<file path="src/rtl/framebuffer_fill_if.sv">
// Command, swap and framebuffer-write signals of the framebuffer_fill drawing engine.
// The slave modport is the engine; the master modport is whoever drives commands.
interface framebuffer_fill_if #(
    parameter int ADDR_W  = 19,
    parameter int COORD_W = 10
);
    // Command handshake: a command transfers on a clock edge where cmd_valid and cmd_ready are both high.
    logic               cmd_valid;
    logic               cmd_ready;
    logic [COORD_W-1:0] cmd_x;
    logic [COORD_W-1:0] cmd_y;
    logic [COORD_W-1:0] cmd_w;
    logic [COORD_W-1:0] cmd_h;
    logic [3:0]         cmd_color;
    logic               swap_req;
    logic               frame_start;
    logic               fb_we;
    logic [ADDR_W-1:0]  fb_addr;
    logic [3:0]         fb_data;
    logic               front_buf;
    logic               busy;
    logic               done;
    logic               cmd_error;
    logic [1:0]         dbg_state;

    modport master (
        output cmd_valid, cmd_x, cmd_y, cmd_w, cmd_h, cmd_color, swap_req, frame_start,
        input  cmd_ready, fb_we, fb_addr, fb_data, front_buf, busy, done, cmd_error, dbg_state
    );

    modport slave (
        input  cmd_valid, cmd_x, cmd_y, cmd_w, cmd_h, cmd_color, swap_req, frame_start,
        output cmd_ready, fb_we, fb_addr, fb_data, front_buf, busy, done, cmd_error, dbg_state
    );
endinterface

</file>
<file path="src/rtl/framebuffer_fill.sv">
// Solid-rectangle fill engine for a double-buffered 4-bit framebuffer; swaps deferred to frame start.
// Define FRAMEBUFFER_FILL_CLIP_EN to clip rectangles to the screen instead of rejecting them.
module framebuffer_fill #(
    parameter int H_RES   = 400,
    parameter int V_RES   = 480,
    parameter int ADDR_W  = 19,
    parameter int COORD_W = 10
) (
    input  logic              clock,
    input  logic              reset,
    framebuffer_fill_if.slave bus
);
    localparam int CW1 = COORD_W + 1;

    localparam logic [1:0] ST_IDLE      = 2'd0;
    localparam logic [1:0] ST_FILL      = 2'd1;
    localparam logic [1:0] ST_SWAP_WAIT = 2'd2;

    localparam logic [CW1-1:0]     H_LIM    = CW1'(H_RES);
    localparam logic [CW1-1:0]     V_LIM    = CW1'(V_RES);
    localparam logic [ADDR_W-1:0]  BUF_SIZE = ADDR_W'(H_RES * V_RES);
    localparam logic [ADDR_W-1:0]  H_STEP   = ADDR_W'(H_RES);
    localparam logic [ADDR_W-1:0]  A_ONE    = ADDR_W'(1);
    localparam logic [COORD_W-1:0] C_ONE    = COORD_W'(1);

    logic [1:0]         state_q, state_d;
    logic               front_q, front_d;
    logic               pend_q, pend_d;
    logic               done_q, done_d;
    logic               err_q, err_d;
    logic [3:0]         color_q, color_d;
    logic [COORD_W-1:0] w_q, w_d;
    logic [COORD_W-1:0] h_q, h_d;
    logic [COORD_W-1:0] col_q, col_d;
    logic [COORD_W-1:0] row_q, row_d;
    logic [COORD_W-1:0] x_q, x_d;
    logic [ADDR_W-1:0]  row_base_q, row_base_d;
    logic [ADDR_W-1:0]  addr_q, addr_d;

    logic [CW1-1:0]     x_ext, y_ext, x_sum, y_sum;
    logic [COORD_W-1:0] eff_w, eff_h;
    logic [COORD_W-1:0] w_last, h_last;
    logic [ADDR_W-1:0]  start_row;
    logic               reject;
    logic               ready;
    logic               accept;

    assign x_ext  = {1'b0, bus.cmd_x};
    assign y_ext  = {1'b0, bus.cmd_y};
    assign x_sum  = x_ext + {1'b0, bus.cmd_w};
    assign y_sum  = y_ext + {1'b0, bus.cmd_h};
    assign w_last = w_q - C_ONE;
    assign h_last = h_q - C_ONE;

    // Reset gates ready so the handshake is dead while the engine is held in reset.
    assign ready  = (state_q == ST_IDLE) && !bus.swap_req && !pend_q && !reset;
    assign accept = bus.cmd_valid && ready;

    // Constant-coefficient product, evaluated once per command; the fill itself only adds.
    assign start_row = (front_q ? '0 : BUF_SIZE) + ADDR_W'(bus.cmd_y) * H_STEP;

    always_comb begin
`ifdef FRAMEBUFFER_FILL_CLIP_EN
        reject = 1'b0;
        if ((x_ext >= H_LIM) || (y_ext >= V_LIM)) begin
            eff_w = '0;
            eff_h = '0;
        end else begin
            eff_w = (x_sum > H_LIM) ? COORD_W'(H_LIM - x_ext) : bus.cmd_w;
            eff_h = (y_sum > V_LIM) ? COORD_W'(V_LIM - y_ext) : bus.cmd_h;
        end
`else
        reject = (x_sum > H_LIM) || (y_sum > V_LIM);
        eff_w  = bus.cmd_w;
        eff_h  = bus.cmd_h;
`endif
    end

    always_comb begin
        state_d    = state_q;
        front_d    = front_q;
        pend_d     = pend_q;
        done_d     = 1'b0;
        err_d      = 1'b0;
        color_d    = color_q;
        w_d        = w_q;
        h_d        = h_q;
        col_d      = col_q;
        row_d      = row_q;
        x_d        = x_q;
        row_base_d = row_base_q;
        addr_d     = addr_q;

        if ((state_q != ST_IDLE) && bus.swap_req) begin
            pend_d = 1'b1;
        end

        case (state_q)
            ST_IDLE: begin
                if (bus.swap_req || pend_q) begin
                    state_d = ST_SWAP_WAIT;
                    pend_d  = 1'b0;
                end else if (accept) begin
                    if (reject) begin
                        err_d = 1'b1;
                    end else if ((eff_w == '0) || (eff_h == '0)) begin
                        done_d = 1'b1;
                    end else begin
                        state_d    = ST_FILL;
                        color_d    = bus.cmd_color;
                        w_d        = eff_w;
                        h_d        = eff_h;
                        col_d      = '0;
                        row_d      = '0;
                        x_d        = bus.cmd_x;
                        row_base_d = start_row;
                        addr_d     = start_row + ADDR_W'(bus.cmd_x);
                    end
                end
            end

            ST_FILL: begin
                if (col_q == w_last) begin
                    col_d = '0;
                    if (row_q == h_last) begin
                        state_d = ST_IDLE;
                        done_d  = 1'b1;
                    end else begin
                        row_d      = row_q + C_ONE;
                        row_base_d = row_base_q + H_STEP;
                        addr_d     = row_base_q + H_STEP + ADDR_W'(x_q);
                    end
                end else begin
                    col_d  = col_q + C_ONE;
                    addr_d = addr_q + A_ONE;
                end
            end

            // A frame_start seen while still in IDLE is ignored; only one inside SWAP_WAIT counts.
            ST_SWAP_WAIT: begin
                if (bus.frame_start) begin
                    front_d = !front_q;
                    done_d  = 1'b1;
                    state_d = ST_IDLE;
                end
            end

            default: begin
                state_d = ST_IDLE;
            end
        endcase
    end

    always_ff @(posedge clock or posedge reset) begin
        if (reset) begin
            state_q    <= ST_IDLE;
            front_q    <= 1'b0;
            pend_q     <= 1'b0;
            done_q     <= 1'b0;
            err_q      <= 1'b0;
            color_q    <= '0;
            w_q        <= '0;
            h_q        <= '0;
            col_q      <= '0;
            row_q      <= '0;
            x_q        <= '0;
            row_base_q <= '0;
            addr_q     <= '0;
        end else begin
            state_q    <= state_d;
            front_q    <= front_d;
            pend_q     <= pend_d;
            done_q     <= done_d;
            err_q      <= err_d;
            color_q    <= color_d;
            w_q        <= w_d;
            h_q        <= h_d;
            col_q      <= col_d;
            row_q      <= row_d;
            x_q        <= x_d;
            row_base_q <= row_base_d;
            addr_q     <= addr_d;
        end
    end

    assign bus.cmd_ready = ready;
    assign bus.fb_we     = (state_q == ST_FILL);
    assign bus.fb_addr   = addr_q;
    assign bus.fb_data   = color_q;
    assign bus.front_buf = front_q;
    assign bus.busy      = (state_q == ST_FILL) || (state_q == ST_SWAP_WAIT);
    assign bus.done      = done_q;
    assign bus.cmd_error = err_q;
    assign bus.dbg_state = state_q;
endmodule

</file>
<file path="src/flat_wrapper.sv">
// flat-port wrapper written by rule: the top's interface ports become plain ports
module framebuffer_fill_flat 
#(
    parameter int H_RES   = 400,
    parameter int V_RES   = 480,
    parameter int ADDR_W  = 19,
    parameter int COORD_W = 10
)
  (clock, reset, bus_cmd_valid, bus_cmd_x, bus_cmd_y, bus_cmd_w, bus_cmd_h, bus_cmd_color, bus_swap_req, bus_frame_start, bus_cmd_ready, bus_fb_we, bus_fb_addr, bus_fb_data, bus_front_buf, bus_busy, bus_done, bus_cmd_error, bus_dbg_state);
  framebuffer_fill_if #(.ADDR_W(ADDR_W), .COORD_W(COORD_W)) bus_i ();
  input  logic clock;
  input  logic reset;
  input wire logic [$bits(bus_i.cmd_valid)-1:0] bus_cmd_valid;
  input wire logic [$bits(bus_i.cmd_x)-1:0] bus_cmd_x;
  input wire logic [$bits(bus_i.cmd_y)-1:0] bus_cmd_y;
  input wire logic [$bits(bus_i.cmd_w)-1:0] bus_cmd_w;
  input wire logic [$bits(bus_i.cmd_h)-1:0] bus_cmd_h;
  input wire logic [$bits(bus_i.cmd_color)-1:0] bus_cmd_color;
  input wire logic [$bits(bus_i.swap_req)-1:0] bus_swap_req;
  input wire logic [$bits(bus_i.frame_start)-1:0] bus_frame_start;
  output wire logic [$bits(bus_i.cmd_ready)-1:0] bus_cmd_ready;
  output wire logic [$bits(bus_i.fb_we)-1:0] bus_fb_we;
  output wire logic [$bits(bus_i.fb_addr)-1:0] bus_fb_addr;
  output wire logic [$bits(bus_i.fb_data)-1:0] bus_fb_data;
  output wire logic [$bits(bus_i.front_buf)-1:0] bus_front_buf;
  output wire logic [$bits(bus_i.busy)-1:0] bus_busy;
  output wire logic [$bits(bus_i.done)-1:0] bus_done;
  output wire logic [$bits(bus_i.cmd_error)-1:0] bus_cmd_error;
  output wire logic [$bits(bus_i.dbg_state)-1:0] bus_dbg_state;
  assign bus_i.cmd_valid = bus_cmd_valid;
  assign bus_i.cmd_x = bus_cmd_x;
  assign bus_i.cmd_y = bus_cmd_y;
  assign bus_i.cmd_w = bus_cmd_w;
  assign bus_i.cmd_h = bus_cmd_h;
  assign bus_i.cmd_color = bus_cmd_color;
  assign bus_i.swap_req = bus_swap_req;
  assign bus_i.frame_start = bus_frame_start;
  assign bus_cmd_ready = bus_i.cmd_ready;
  assign bus_fb_we = bus_i.fb_we;
  assign bus_fb_addr = bus_i.fb_addr;
  assign bus_fb_data = bus_i.fb_data;
  assign bus_front_buf = bus_i.front_buf;
  assign bus_busy = bus_i.busy;
  assign bus_done = bus_i.done;
  assign bus_cmd_error = bus_i.cmd_error;
  assign bus_dbg_state = bus_i.dbg_state;
  framebuffer_fill #(.H_RES(H_RES), .V_RES(V_RES), .ADDR_W(ADDR_W), .COORD_W(COORD_W)) u_core (.clock(clock), .reset(reset), .bus(bus_i));
endmodule
</file>
<file path="config.mk">
export PLATFORM = sky130hd
export DESIGN_NAME = framebuffer_fill_flat
export DESIGN_NICKNAME = d
export VERILOG_FILES = /design/src/rtl/framebuffer_fill_if.sv /design/src/rtl/framebuffer_fill.sv /design/src/flat_wrapper.sv
export SDC_FILE = /design/constraint.sdc
export NUM_CORES = 1
export LEC_CHECK = 0
export CAP_MARGIN = 20
export CORE_MARGIN = 1
export CORE_UTILIZATION = 25
export CTS_CLUSTER_DIAMETER = 40
export DETAILED_ROUTE_END_ITERATION = 16
export GPL_ROUTABILITY_DRIVEN = 0
export MAX_ROUTING_LAYER = met4
export PLACE_DENSITY = 0.5
export SYNTH_ARGS = -nofsm -noshare
export SYNTH_HDL_FRONTEND = slang
export SYNTH_SLANG_ARGS = --single-unit
</file>
<file path="constraint.sdc">
create_clock -name clock -period 4 [get_ports clock]
set_input_delay 0.6 -clock clock [delete_from_list [all_inputs] [get_ports clock]]
set_output_delay 0.6 -clock clock [all_outputs]
set_load 0.05 [all_outputs]
</file>
==> results.yml, run 1 <==
sta:
  fmax_mhz: 240.5
  setup_viol: 5
  hold_viol_final: 0
  finClkSkew_ns: 0.01330
  holdWs_ns: 0.4924
  slew_violations: 0
  worst_slack_ns: -0.1573
  period_needed_ns: 4.157
  rsz0062_at_grt: "yes"
  slew_headroom: 0.5450
  fin_crit_sh: 1.039
  worst_slew_pin_slew_ns: 0.6824
setup_path:
  timing.rr.start: "u_core.w_q[0]"
  timing.rr.end: "u_core.bus.fb_addr[18]"
  required_ns: 4.30
  rr_worst_depth: 11
  r2r_slack_ns: 0.50
  start_kind: "input port"
  critPathMaxFanout: 4
  crit_buf_inv: 3
  slowest_stage: "fa_1"
  crit_type: "in2reg"
  critical_path_depth: 19
  cpMostUsedCell: "ha_4"
  max_stage_delay_ns: 0.48
  crit_arrival_ns: 4.45
  end_kind: "register"
  path_cells: "buf_6, ha_4, ha_4, inv_1, fa_1, inv_2, ha_4, nand3_2, o22a_1, nor2b_4, xnor2_1, ha_1, a21o_1, a221oi_4, o21ai_2, a2111oi_4, xnor2_2, o21ai_1, mux2i_1"
  critical-path-top-delay-family: "adder cells"
drt:
  vias_per_cell: 4.823
  vias: 7784
  ant_nets: 0
  totalWireLength_mm: 25.98
  dr.pass1.iters: 5
  avgRoutedWirePerCell_um: 16.10
  drc: 0
  drtIter0Drc: 454
die:
  die_w_um: 187.4
  die_y_um: 187.4
  die_area_um2: 35120
  ios: 80
  start_util: 0.2550
  rows: 67
  coreArea_um2: 33700
job:
  drv_cap: 0
yosys:
  synthFlopType: "dfrtp_1"
  synth_top_cell_area_share: 0.2737
  syn-num-nets: 1120
  synth-async-reset-ratio: 1.000
  yosys.area.top_type: "dfrtp_1"
  netlist_area_um2: 8593
  avgSynthCellArea_um2: 8.778
  synth_area_leaders: "dfrtp_1 (27%), ha_1 (12%), o21ai_0 (5.3%)"
  ys_warn_count: 0
  syn_inst: 979
  yosysSeqAreaShare: 0.2737
  synth.distinct_cells: 78
  yosys_register_bits: 94
  synth-edff-count: 0
global_routing:
  antenna_found_initial: 0
  track_usage: 0.1540
  grt_pass1_vias: 7540
  grt_pass1_wl_mm: 41.73
  grt_max_degree: 52
  overflow: 0
clock_tree:
  clk_latency_ns: 0.37
  cts.clk_slew.worst_paths_ns: 0.08
  clockBufferDepth: 2
  numClockSinks: 94
  root_buffer: "clkbuf_16"
  htreeDepth: 3
  hold_buffers: 0
  cts_buffers: 9
  cts_tree: "done"
run_status:
  status: "finished with violations"
  violations: "negative setup slack"
placement:
  dpl_cell_area_um2: 10800
  dp_hpwl_mm: 20.34
  port_buffers: 79
finish:
  drive_above_1_share: 0.2419
  fin_nets: 1302
  layout_commonest_cell: "buf_4"
  stdcell_area_um2: 11650
  n_antenna_cell: 0
  most-common-layout-cells: "buf_4 (119), dfrtp_1 (94), o21ai_0 (83), clkdlybuf4s50_1 (72), ha_1 (64)"
  area_growth_pct: 35.54
  utilization: 0.3456
power_and_ir_drop:
  p_leak_nw: 4.976
  power_density_nw_per_um2: 709.4
  peakVddDrop_uv: 354.5
min_path:
  hold_depth: 2
  min_to: "u_core.x_q[3]"
  hp-class: "reg2reg"
  hp-start: "u_core.x_q[3]"
-- power breakdown --
group          switching (W)  internal [W]
registers           0.000398       0.00125
logic                0.00286       0.00283
clock network       0.000436      0.000493
total                0.00370       0.00456
-- kinds of logic (layout without fill, tap and decap cells) --
| family | Yosys count | count (layout) | share of synthesized area |
|---|---|---|---|
| AO/OA/AOI/OAI | 263 | 263 | 0.1990 |
| adder cells (fa/ha/maj) | 92 | 92 | 0.1418 |
| flip-flops | 94 | 94 | 0.2737 |
| multiplexers | 53 | 53 | 0.06785 |
| XOR/XNOR | 89 | 89 | 0.09231 |
| AND/OR/NAND/NOR | 295 | 295 | 0.1808 |
| buffers and inverters | 93 | 280 | 0.04441 |
-- cell usage after synthesis (11+ instances only) --
| cell type | instances |
|---|---|
| xnor2_1 | 48 |
| and2_1 | 11 |
| o31ai_1 | 25 |
| nor2_1 | 57 |
| nor2b_1 | 11 |
| ha_1 | 83 |
| nand2b_1 | 18 |
| or2_2 | 12 |
| o21ai_0 | 91 |
| clkbuf_1 | 22 |
| nand2_1 | 57 |
| xor2_1 | 40 |
| nand3_1 | 30 |
| nor3_1 | 20 |
| inv_1 | 58 |
| a21oi_1 | 41 |
| a211oi_1 | 11 |
| dfrtp_1 | 94 |
| mux2i_1 | 14 |
| nand4_1 | 14 |
| and3_1 | 21 |
| mux2_2 | 38 |
-- layer usage --
metal	share of wire	track usage
met3	0.029	0.02251
met5	0	-
met4	0.0090	0.02752
met2	0.44	0.2319
met1	0.52	0.2191
-- cell type report --
class	instances	area [um2]
Fill cell	3518	22050
Tap cell	448	560.5
Sequential cell	94	2352
Timing Repair Buffer	206	1808
Clock inverter	7	78.83
Multi-Input combinational cell	792	6399
Clock buffer	9	225.2
Inverter	58	224.0
-- per-stage QoR --
stage	std cells	TNS [ns]	total power [W]	worst slack [ns]
2_1_floorplan	979	-0.5945	0.004781	-0.3176
3_3_place_gp	1581	-24.81	0.006426	-1.024
3_5_place_dp	1581	-26.44	0.006464	-1.081
4_1_cts	1603	-0.2180	0.007678	-0.09182
5_1_grt	1614	-2.019	0.008932	-0.3845
6_report	1614	-0.4502	0.008263	-0.1573
-- flip-flops by register name (all words and copies together) (netlist names) --
signal,flops
u_core.bus.fb_data,4
u_core.row_q,10
u_core.bus.done,1
u_core.bus.front_buf,1
u_core.col_q,10
u_core.x_q,10
u_core.bus.dbg_state,2
u_core.w_q,10
u_core.h_q,10
u_core.row_base_q,15
u_core.bus.cmd_error,1
u_core.pend_q,1
u_core.bus.fb_addr,19
-- tightest hold or removal path: stages (launching register included) --
cell	delay, ns
dfrtp_1	0.36
nand2_1	0.05
o21ai_0	0.05
-- repair_timing --
action / in CTS / in global routing
pin swaps: 32 / 47
endpoints found under the hold margin: 0 / 0
gates resized for setup: 62 / 56
setup endpoints to repair: 14 / 13
setup buffers: 6 / 11
-- worst max path at each step --
stage | start | end | slack (ns)
3_5_place_dp | bus_cmd_y[2] | u_core.bus.fb_addr[18] | -1.08
4_1_cts | bus_cmd_y[4] | u_core.bus.fb_addr[18] | -0.09
3_3_place_gp | bus_cmd_y[2] | u_core.bus.fb_addr[18] | -1.02
2_1_floorplan | bus_cmd_y[3] | u_core.bus.fb_addr[18] | -0.32
6_report | bus_cmd_y[5] | u_core.bus.fb_addr[18] | -0.16
5_1_grt | bus_cmd_y[2] | u_core.bus.fb_addr[18] | -0.38
Note: power is estimated with default switching activity, not from simulation.
==> inputs of run 2 (changes only) <==
--- a/config.mk
+++ b/config.mk
@@ -11,6 +11,7 @@
 export CTS_CLUSTER_DIAMETER = 40
 export DETAILED_ROUTE_END_ITERATION = 16
 export GPL_ROUTABILITY_DRIVEN = 0
+export HOLD_SLACK_MARGIN = 0.05
 export MAX_ROUTING_LAYER = met4
 export PLACE_DENSITY = 0.5
 export SYNTH_ARGS = -nofsm -noshare
==> results of run 2 <==
Same layout as run 1: the final DEF is identical, and so are final timing and power.
==> inputs of run 3 (changes only) <==
--- a/config.mk
+++ b/config.mk
@@ -6,14 +6,12 @@
 export NUM_CORES = 1
 export LEC_CHECK = 0
 export CAP_MARGIN = 20
-export CORE_MARGIN = 1
 export CORE_UTILIZATION = 25
-export CTS_CLUSTER_DIAMETER = 40
+export CTS_CLUSTER_DIAMETER = 50
 export DETAILED_ROUTE_END_ITERATION = 16
 export GPL_ROUTABILITY_DRIVEN = 0
 export HOLD_SLACK_MARGIN = 0.05
 export MAX_ROUTING_LAYER = met4
-export PLACE_DENSITY = 0.5
 export SYNTH_ARGS = -nofsm -noshare
 export SYNTH_HDL_FRONTEND = slang
 export SYNTH_SLANG_ARGS = --single-unit
==> run 3 against run 2 <==
  * The flow now stops in detailed routing
  * Synthesized area unchanged
  * Global-route usage down 0.12 points
  * Synthesized cell count unchanged
==> results.yml, run 3 <==
run_status:
  status: "aborted with a tool error"
  haltStage: "detailed routing"
  firstError: "[ERROR DRT-0255] Maze Route cannot find path of net clock in worker of routeBox ( 144900 0 ) ( 187400 48300 )."
yosys:
  synth_top_cell_area_share: 0.2737
  yosysSeqAreaShare: 0.2737
  yosys_register_bits: 94
  synth.distinct_cells: 78
  synth-edff-count: 0
  syn-num-nets: 1120
  syn_inst: 979
  synthFlopType: "dfrtp_1"
  netlist_area_um2: 8593
  ys_warn_count: 0
  yosys.area.top_type: "dfrtp_1"
  avgSynthCellArea_um2: 8.778
  synth_area_leaders: "dfrtp_1 (27%), ha_1 (12%), o21ai_0 (5.3%)"
  synth_commonest_cells: "dfrtp_1 (94), o21ai_0 (91), ha_1 (83), inv_1 (58)"
  post-synth-top-count-cell: "dfrtp_1"
  synth-async-reset-ratio: 1.000
sta:
  crit_endpoint: "u_core.bus.fb_addr[18]$_DFFE_PP0P_/D"
  worstEndpointType: "register input"
die:
  rows: 67
  start_util: 0.2550
  die_y_um: 187.4
  ios: 80
  die_w_um: 187.4
placement:
  dp_hpwl_mm: 20.00
  port_buffers: 79
global_routing:
  grt_max_degree: 59
  track_usage: 0.1529
  overflow: 0
  antenna_found_initial: 0
  grt_pass1_wl_mm: 41.67
  grt_pass1_vias: 7801
clock_tree:
  numClockSinks: 94
  clockBufferDepth: 2
  root_buffer: "clkbuf_16"
  cts_buffers: 9
  htreeDepth: 3
## run 3: cell counts after synthesis
No cell type changed its count.
## run 3: per-stage QoR
step	area, um2	cells	setup WS, ns	hold slack (ns)	TNS, ns
after global routing	11500	1606	-0.3861	0.5188	-2.037
after detailed placement	10790	1582	-1.076	0.4699	-29.24
after CTS	11320	1605	-0.1710	0.4889	-0.6612
after global placement	10790	1582	-1.001	0.4631	-24.55
after floorplan	8731	979	-0.3176	0.4497	-0.5945
## run 3: routing by layer
| layer | GRT usage |
|---|---|
| met3 | 0.02589 |
| met2 | 0.2299 |
| met5 | - |
| met1 | 0.2105 |
| met4 | 0.04096 |
## run 3: what timing repair did
| action | 4_1_cts | 5_1_grt |
|---|---|---|
| pin swaps | 46 | 35 |
| endpoints found under the hold margin | 0 | 0 |
| hold buffers | 0 | 0 |
| setup endpoints to repair | 14 | 18 |
| buffers inserted | 8 | 1 |
| resized for setup | 63 | 33 |
## run 3: cells by family after synthesis
kind of cell	Yosys count	synth area share
AOI/OAI and AO/OA	263	0.1990
xor gates and xnor gates	89	0.09231
adders and majority gates	92	0.1418
buffers and inverters	93	0.04441
DFF	94	0.2737
muxes	53	0.06785
and+or+nand+nor	295	0.1808
==> inputs of run 4 (changes only) <==
--- a/config.mk
+++ b/config.mk
@@ -6,12 +6,10 @@
 export NUM_CORES = 1
 export LEC_CHECK = 0
 export CAP_MARGIN = 20
-export CORE_UTILIZATION = 25
-export CTS_CLUSTER_DIAMETER = 50
+export CORE_UTILIZATION = 20
 export DETAILED_ROUTE_END_ITERATION = 16
 export GPL_ROUTABILITY_DRIVEN = 0
-export HOLD_SLACK_MARGIN = 0.05
-export MAX_ROUTING_LAYER = met4
+export PLACE_DENSITY_LB_ADDON = 0.15
 export SYNTH_ARGS = -nofsm -noshare
 export SYNTH_HDL_FRONTEND = slang
 export SYNTH_SLANG_ARGS = --single-unit
==> run 4 against run 3 <==
  * The flow now finishes, with violations (negative setup slack)
  * Global-route usage shrank 1.9 points
==> results.yml, run 4 (same netlist as run 1, synthesis figures left out) <==
setup_path:
  path_cells: "buf_8, ha_4, ha_4, inv_2, fa_1, inv_2, ha_4, inv_2, o21bai_1, a21oi_2, o21bai_1, a21oi_2, xnor2_1, ha_1, and3_4, a221oi_4, or3_4, a2111oi_4, xnor2_1, o21ai_1, mux2i_1"
  slowest_stage: "fa_1"
  crit_type: "in2reg"
  critical-path-top-delay-family: "adder cells"
  required_ns: 4.25
  crit_buf_inv: 4
  critPathMaxFanout: 3
  crit_arrival_ns: 4.34
  end_kind: "register"
  max_stage_delay_ns: 0.48
  start_kind: "input port"
clock_tree:
  cts.clk_slew.worst_paths_ns: 0.07
  cts_tree: "done"
  htreeDepth: 3
  cts_buffers: 9
  clk_latency_ns: 0.37
  numClockSinks: 94
  root_buffer: "clkbuf_16"
  clockBufferDepth: 2
die:
  coreArea_um2: 42130
  die_w_um: 209.3
  start_util: 0.2039
  rows: 75
  ios: 80
  die_area_um2: 43800
  die_y_um: 209.3
finish:
  layout_commonest_cell: "buf_4"
  area_growth_pct: 36.74
  utilization: 0.2789
  fin_nets: 1303
  largest_reg_flops: 19
  fillCellCount: 4455
  most-common-layout-cells: "buf_4 (117), dfrtp_1 (94), o21ai_0 (83), clkdlybuf4s50_1 (71), ha_1 (62)"
  n_antenna_cell: 0
  drive_above_1_share: 0.2352
  stdcell_area_um2: 11750
drt:
  vias: 7727
  avgRoutedWirePerCell_um: 16.58
  drc: 0
  ant_nets: 0
  drtIter0Drc: 376
  vias_per_cell: 4.535
  dr.pass1.iters: 5
  totalWireLength_mm: 28.26
sta:
  fin_crit_sh: 1.023
  worst_slew_pin_slew_ns: 0.8014
  slew_violations: 0
  rsz0062_at_grt: "yes"
  finClkSkew_ns: 0.01102
  slew_headroom: 0.4657
  hold_viol_final: 0
  fmax_mhz: 244.5
  worst_slack_ns: -0.09064
  holdWs_ns: 0.4868
  period_needed_ns: 4.091
  setup_viol: 2
power_and_ir_drop:
  peakVddDrop_uv: 272.3
  power_density_nw_per_um2: 679.6
  p_leak_nw: 4.978
run_status:
  status: "finished with violations"
  violations: "negative setup slack"
job:
  drv_cap: 0
global_routing:
  grt_max_degree: 75
  track_usage: 0.1338
  grt_pass1_wl_mm: 45.58
  grt_pass1_vias: 7746
  overflow: 0
  antenna_found_initial: 1
min_path:
  hp-class: "reg2reg"
placement:
  dp_hpwl_mm: 22.59
  port_buffers: 79
  dpl_cell_area_um2: 10970
run 4: layout make-up:
cell class | count | area (um2) | share of cell area
Timing Repair Buffer | 207 | 1866 | 0.1588
Sequential cell | 94 | 2352 | 0.2002
Multi-Input combinational cell | 792 | 6354 | 0.5407
Clock buffer | 12 | 266.5 | 0.02268
Inverter | 58 | 221.5 | 0.01885
Clock inverter | 2 | 16.27 | 0.001384
Tap cell | 539 | 674.4 | 0.05740
run 4: metal layers:
layer | wire length (um) | GRT usage | vias to the layer above
li1 | - | - | 3938
met1 | 14320 | 0.1852 | 3674
met2 | 12830 | 0.2182 | 105
met3 | 910 | 0.02544 | 10
met4 | 200 | 0.02155 | 0
met5 | 0 | 0 | -
run 4: power by group:
part / internal, W / switching (W)
registers: 0.00125 / 0.000406
clock network: 0.000470 / 0.000419
logic: 0.00262 / 0.00283
total: 0.00433 / 0.00365
run 4: worst paths after layout:
path | from | to | slack (ns) | cells after the start
min reg2reg | u_core.x_q[3] | u_core.x_q[3] | 0.49 | 2
max in group asynchronous | reset | u_core.h_q[1] | 1.87 | 4
max | bus_cmd_y[3] | u_core.bus.fb_addr[18] | -0.09 | 21
min in group asynchronous | reset | u_core.bus.fb_addr[14] | 0.90 | 3
max reg2reg | u_core.w_q[0] | u_core.bus.fb_addr[7] | 0.57 | 11
min | u_core.x_q[3] | u_core.x_q[3] | 0.49 | 2
run 4: stage by stage:
step	setup TNS [ns]	std cells	power, W	setup slack [ns]
2_1_floorplan	-0.5945	979	0.004781	-0.3176
3_3_place_gp	-33.11	1678	0.006559	-1.033
3_5_place_dp	-32.58	1678	0.006563	-1.074
4_1_cts	-0.3295	1699	0.007668	-0.1362
5_1_grt	-1.395	1704	0.008679	-0.3223
6_report	-0.1051	1704	0.007985	-0.09064
run 4: repair_timing:
item,in CTS,in global routing
cloned,0,0
buffers inserted,7,5
hold buffers,0,0
pin swaps,39,42
endpoints found under the setup margin,28,27
endpoints found under the hold margin,0,0
resized for setup,59,55
run 4: worst register-to-register path: stages (launching register included):
cell and delay [ns]:
dfrtp_1 0.43, inv_1 0.08, ha_1 0.19, nor2b_1 0.27, a21oi_1 0.13, or4_1 0.52
or3_1 0.34, or3_1 0.44, buf_4 0.27, o211ai_1 0.20, o21ai_0 0.16, mux2_2 0.30
